$ cat src/rtl/branch_pc_unit.sv
// Program counter and branch resolution for the RV32I single-cycle core.
// Chooses the next PC from the ALU flags, traps on misaligned or reserved transfers, and counts retired instructions.
module branch_pc_unit #(
    parameter logic [31:0] RESET_PC = 32'h0000_0000,
    parameter logic [31:0] TRAP_VEC = 32'h0000_0100
) (
    input  logic        clk,
    input  logic        rst,
    input  logic        stall,
    input  logic [2:0]  br_type,
    input  logic        alu_zero,
    input  logic        alu_last_bit,
    input  logic [31:0] alu_result,
    input  logic [31:0] immediate,
    output logic [31:0] pc,
    output logic [31:0] pc_plus4,
    output logic        redirect,
    output logic        trap,
    output logic [31:0] mepc,
    output logic [63:0] instret
);

    localparam logic [2:0] BR_NONE = 3'b000;
    localparam logic [2:0] BR_BEQ  = 3'b001;
    localparam logic [2:0] BR_BNE  = 3'b010;
    localparam logic [2:0] BR_BLT  = 3'b011;
    localparam logic [2:0] BR_BGE  = 3'b100;
    localparam logic [2:0] BR_JAL  = 3'b101;
    localparam logic [2:0] BR_JALR = 3'b110;
    localparam logic [2:0] BR_RSVD = 3'b111;

    logic [31:0] br_tgt;
    logic [31:0] jalr_tgt;
    logic [31:0] target;
    logic        taken;
    logic        misaligned;
    logic        take_trap;
    logic        unused_alu_bit0;

    // JALR discards bit 0 of the computed address, so only bit 1 can fault.
    assign unused_alu_bit0 = alu_result[0];
    assign pc_plus4        = pc + 32'd4;
    assign br_tgt          = pc + immediate;
    assign jalr_tgt        = {alu_result[31:1], 1'b0};

    always_comb begin
        taken  = 1'b0;
        target = br_tgt;
        case (br_type)
            BR_NONE: taken = 1'b0;
            BR_BEQ:  taken = alu_zero;
            BR_BNE:  taken = ~alu_zero;
            BR_BLT:  taken = alu_last_bit;
            BR_BGE:  taken = ~alu_last_bit;
            BR_JAL:  taken = 1'b1;
            BR_JALR: begin
                taken  = 1'b1;
                target = jalr_tgt;
            end
            BR_RSVD: taken = 1'b0;
            default: taken = 1'b0;
        endcase
    end

    // A not-taken branch never faults, whatever its target would have been.
    assign misaligned = taken && (target[1:0] != 2'b00);
    assign take_trap  = (br_type == BR_RSVD) || misaligned;

    always_ff @(posedge clk or negedge rst) begin
        if (!rst) begin
            pc       <= RESET_PC;
            redirect <= 1'b0;
            trap     <= 1'b0;
            mepc     <= 32'h0000_0000;
            instret  <= 64'd0;
        end else if (stall) begin
            redirect <= 1'b0;
            trap     <= 1'b0;
        end else if (take_trap) begin
            pc       <= TRAP_VEC;
            mepc     <= pc;
            trap     <= 1'b1;
            redirect <= 1'b0;
        end else if (taken) begin
            pc       <= target;
            redirect <= 1'b1;
            trap     <= 1'b0;
            instret  <= instret + 64'd1;
        end else begin
            pc       <= pc_plus4;
            redirect <= 1'b0;
            trap     <= 1'b0;
            instret  <= instret + 64'd1;
        end
    end

endmodule

$ cat config.mk
export PLATFORM = sky130hd
export DESIGN_NAME = branch_pc_unit
export DESIGN_NICKNAME = d
export VERILOG_FILES = /design/src/rtl/branch_pc_unit.sv
export SDC_FILE = /design/constraint.sdc
export NUM_CORES = 1
export LEC_CHECK = 0
export CAP_MARGIN = 20
export CORE_UTILIZATION = 49
export DETAILED_ROUTE_END_ITERATION = 7
export HOLD_SLACK_MARGIN = 0.03
export PLACE_DENSITY = 0.87
export SETUP_SLACK_MARGIN = 0.5
export SYNTH_ARGS = -nofsm -noshare
export SYNTH_HDL_FRONTEND = slang
export SYNTH_SLANG_ARGS = --single-unit
$ cat constraint.sdc
create_clock -name clk -period 3.3 [get_ports clk]
set_clock_uncertainty 0.05 [all_clocks]
set_input_delay 0.66 -clock clk [delete_from_list [all_inputs] [get_ports clk]]
set_output_delay 0.66 -clock clk [all_outputs]
set_load 0.02 [all_outputs]
* Word-level counts from Yosys, hierarchy flattened
Cells that the tools add are included.
Operators by class: magnitude comparators 0, reduce and logical (&&, ||, !) cells 8, div/mod/pow operators 0, shifts and indexed selects 0, muxes and demuxes 9, equality and inequality tests 7, add/sub/neg operators 3, bitwise gates (word level) 4, multipliers 0
Operators with widths (number):
- $mux 32 | 3
- $add 64x1->64 const B | 1
- $add 32x3->32 const B | 1
- $add 32x32->32 | 1
- $eq 3x3->1 const B | 4
- $eq 3x2->1 const B | 2
- $pmux 1 s6 | 1
- $mux 1 | 5
- $not 1->1 | 4
- $reduce_and 2->1 | 2
- $reduce_or 2->1 | 2
- $eq 3x1->1 const B | 1
- $logic_not 3->1 | 1
- $reduce_bool 2->1 | 1
- $logic_and 1x1->1 | 1
- $logic_or 1x1->1 | 1
Word-level totals: bits in latches 0, register bits 130, logic and storage cells 36, output and inout port bits 162, input port bits 72, memories 0, bits in writable memories 0, ROM bits 0

* Depth between registers and ports, before layout
Gate-level depths: netlist of run 1.
word-level depth 7, mapped depth 11, depth with buffers taken out 11

* Least setup slack after synthesis of run 1
No wires, ideal clock.
kind input-to-reg, from input port immediate[0], to register pc[30], buffers on the path 0, required time 3.155 ns, path slack 0.275 ns, stages on the path 11, library setup time 0.095 ns, data arrival time 2.880 ns, path through ha_1 inv_1 fa_1 nand2b_1 a211oi_1 o21a_1 nand4bb_4 a41oi_1 o21ai_0 mux2_1 o31ai_1
On the way: longest elaborated chain between the ends 6, elaborated cells between the ends (all ways) 7, those cells by class add/sub (1); mux (3); reduce/logical (3)
Ends and longest elaborated chain:
- from (decl) | RTL line 14 | input logic [31:0] immediate,
- $add 32x32->32 (*) | RTL line 43 | assign br_tgt = pc + immediate;
- $mux 32 (*) | RTL line 49 | case (br_type)
- $reduce_bool 2->1 | RTL line 66 | assign misaligned = taken && (target[1:0] != 2'b00);
- $logic_and 1x1->1 | RTL line 66
- $logic_or 1x1->1 | RTL line 67 | assign take_trap = (br_type == BR_RSVD) || misaligned;
- $mux 32 (*) | RTL line 79 | end else if (take_trap) begin
- to (signal assigned) | RTL line 85 | pc <= target;
- to (signal assigned) | RTL line 90 | pc <= pc_plus4;
- to (decl) | RTL line 15 | output logic [31:0] pc,
Every way passes the cells marked *; elsewhere a longest branch is shown, timed or not. A chain may end at the register's enable or synchronous reset.

* Worst setup path in the final report of run 1
from register pc[6], to output port pc_plus4[15]
On the way: longest elaborated chain between the ends 1
Ends and longest elaborated chain:
- $add 32x3->32 | RTL line 42 | assign pc_plus4 = pc + 32'd4;
- to (decl) | RTL line 16 | output logic [31:0] pc_plus4,
No other way between the ends.

==> results.json, run 1 <==
{
  "stdcell_count": 1489,
  "netlist-cell-type-count": 77,
  "synth_ff_type": "dfrtp_1",
  "outcome": "complete, no violations",
  "gp_congestion": 0.938,
  "dp.final_hpwl_mm": 20.5,
  "finalSetupViolCount": 0,
  "whs_ns": 0.0968,
  "die_x_um": 132,
  "cp-end-kind": "primary output",
  "arrival_ns": 2.37,
  "avgSynthCellArea_um2": 9.42,
  "setup_ws_ns": 0.218,
  "worst_pin_slew_ns": 0.661,
  "synth_nets": 988,
  "grt_overflow": 0,
  "rows": 47,
  "cap_violations": 0,
  "clk_pin_slew_ns": 0.06,
  "wl_per_cell_um": 22.3,
  "synth_cells": 882,
  "drt_pass1_iterations": 6,
  "p_per_area_mw_per_mm2": 637,
  "drt_iter0_drc": 754,
  "floorplan.initialDensity_pct": 50.1,
  "io_pins": 234,
  "syn_area_mm2": 0.00831,
  "vias": 9224,
  "drc": 0,
  "slew_violations": 0,
  "viasPerCell": 6.19,
  "path_class": "register to primary output",
  "max_stage_delay_ns": 0.40,
  "rsz0062_at_grt": "true",
  "critPathSlowestCell": "dfrtp_1",
  "timing.fmax_mhz": 324,
  "path_cells": "nand2_1 -> nor3_4 -> buf_6 -> nand3_4 -> buf_6 -> nor2_1 -> xor2_1 -> buf_4",
  "worst_ir_drop_vdd_mv": 0.528,
  "fin_nets": 1361,
  "worst-path-max-fanout": 4,
  "cts_max_path_buffers": 2,
  "drive_gt1_share_pct": 30.6,
  "h-tree-depth": 4,
  "async_flop_share_pct": 100,
  "antenna_found_initial": 1,
  "slew_headroom_pct": 55.8,
  "yosys_warnings": 0,
  "io_buffers": 232,
  "cpLargestDelayFamily": "simple AND/OR/NAND/NOR gates",
  "dp.cells": 1410,
  "period_needed_ns": 3.08,
  "grt_pass1_vias": 8790,
  "finalHoldViolations": 0,
  "top_usage_layer": "met2",
  "path_common_cell": "buf_6",
  "ys_ff_latch": 130,
  "leakage_nw": 6.02,
  "place_ws_ns": -0.350,
  "clock-sinks": 130,
  "finalCritPeriodShare_pct": 93.4,
  "cts_buffers": 17,
  "antenna_left": 0,
  "syn2layout_area_growth_pct": 61.0,
  "seq_area_frac_synth_pct": 39.2,
  "core_area_mm2": 0.0166,
  "critPathRequiredTime_ns": 2.59,
  "path_buf_inv": 3,
  "use_met1_pct": 41.5,
  "grtUsageMet2_pct": 56.3,
  "grt_pass1_wl_mm": 45.8,
  "die-area_mm2": 0.0175,
  "synth-edff-count": 0,
  "insertion_delay_ns": 0.44,
  "grt_util_all_layers_pct": 33.6,
  "clockRootBuffer": "clkbuf_16",
  "die_h_um": 132,
  "use_met3_pct": 6.57,
  "crit_path_start_kind": "register",
  "hp-class": "input pin to asynchronous set/reset pin",
  "tritoncts": "built",
  "wl_mm": 33.3,
  "grt_max_degree": 49
}
per-stage QoR:
stage	area (µm²)	utilization, %	power (mW)	setup TNS (ns)
2_1_floorplan	8390	-	4.10	0
3_3_place_gp	11700	70.6	5.74	-7.46
3_5_place_dp	11700	70.6	5.82	-12.08
4_1_cts	12600	75.7	7.89	0
5_1_grt	13400	80.6	8.82	0
6_report	13400	80.6	8.51	0
sequential cells by signal (all words and copies together) (netlist names):
register / cells
pc: 32
trap: 1
mepc: 32
instret: 64
redirect: 1
path summary, 6_finish.rpt:
kind                        startpoint      endpoint  slack [ns]  cells after the start
min in group clk           instret[63]   instret[63]        0.42                      1
setup reg to reg                 pc[5]        pc[18]        0.35                     15
max in group asynchronous          rst   instret[27]        2.22                      2
setup / recovery                 pc[6]  pc_plus4[15]        0.22                      8
hold / removal                     rst   instret[46]         0.1                      1
hold reg to reg            instret[63]   instret[63]        0.42                      1
synth_stat cells, drive strengths merged (13+ instances only):
| master | count | area share [%] |
|---|---|---|
| nand2 | 102 | 4.6 |
| xnor2 | 77 | 8.1 |
| nand4 | 28 | 2.5 |
| ha | 33 | 5.0 |
| inv | 22 | 0.99 |
| nor2 | 66 | 3.2 |
| o21ai | 49 | 3.0 |
| dfrtp | 130 | 39 |
| xor2 | 37 | 3.9 |
| o211ai | 13 | 1.2 |
| nand3 | 36 | 2.5 |
| nor3 | 18 | 1.3 |
| mux2 | 33 | 4.5 |
| a21oi | 50 | 3.1 |
| clkbuf | 27 | 1.2 |
| and3 | 20 | 1.5 |
layer usage:
metal  up-vias  wire length [µm]  share of wire (%)
li1       3920                 -                  -
met1      4448             12500                 38
met2       663             16000                 48
met3       193              2750                8.3
met4         0              2040                6.1
met5         -                 0                  0
placed cells by master, fill, tap and decap left out, drive strengths merged, types with 5 or more instances in the layout:
| cell | count |
|---|---|
| clkdlybuf4s50 | 188 |
| buf | 180 |
| dfrtp | 130 |
| nand2 | 102 |
| xnor2 | 77 |
| nor2 | 66 |
| a21oi | 50 |
| o21ai | 49 |
| xor2 | 37 |
| nand3 | 36 |
| mux2 | 33 |
| ha | 33 |
| nand4 | 28 |
| inv | 28 |
| and3 | 20 |
| clkbuf | 20 |
| nor3 | 18 |
| dlymetal6s2s | 14 |
| o211ai | 13 |
| a21o | 12 |
| o21a | 9 |
| nand2b | 9 |
| o221ai | 8 |
| nor4 | 6 |
| or3 | 6 |
| a211oi | 6 |
| dlygate4sd2 | 5 |
what timing repair did:
item / 4_1_cts / 5_1_grt
hold buffers: 0 / 0
pin swaps: 36 / 82
setup buffers: 12 / 34
gates resized for setup: 154 / 128
setup endpoints to repair: 131 / 60
gates cloned: 0 / 0
kinds of logic after synthesis:
logic type	Yosys count	share of synthesized area, %
multiplexers	34	4.59
buffers and inverters	58	2.85
XOR/XNOR	114	12.0
adder cells (fa/ha/maj)	34	5.21
flip-flops	130	39.2
AND/OR/NAND/NOR	316	20.7
AO/OA/AOI/OAI	196	15.5
cell type report:
class	count	area (µm²)
diodes	1	2.50
clock buffers	18	439
clock inverters	14	169
fillers	960	3210
inverters	22	82.6
multi-input cells	694	5590
flip-flops and latches	130	3260
well taps	220	275
repair buffers	390	3560
where the power goes:
part	switching, mW	internal, mW
logic	2.29	2.08
registers	0.284	1.88
clock network	0.832	1.16
total	3.40	5.11
Power figures use the tool's default switching activity.
==> run 2, diff against run 1 <==
--- a/config.mk
+++ b/config.mk
@@ -11,6 +11,7 @@
 export HOLD_SLACK_MARGIN = 0.03
 export PLACE_DENSITY = 0.87
 export SETUP_SLACK_MARGIN = 0.5
+export SLEW_MARGIN = 10
 export SYNTH_ARGS = -nofsm -noshare
 export SYNTH_HDL_FRONTEND = slang
 export SYNTH_SLANG_ARGS = --single-unit
==> results of run 2 <==
Same layout as run 1: the final DEF is identical, and so are final timing and power.
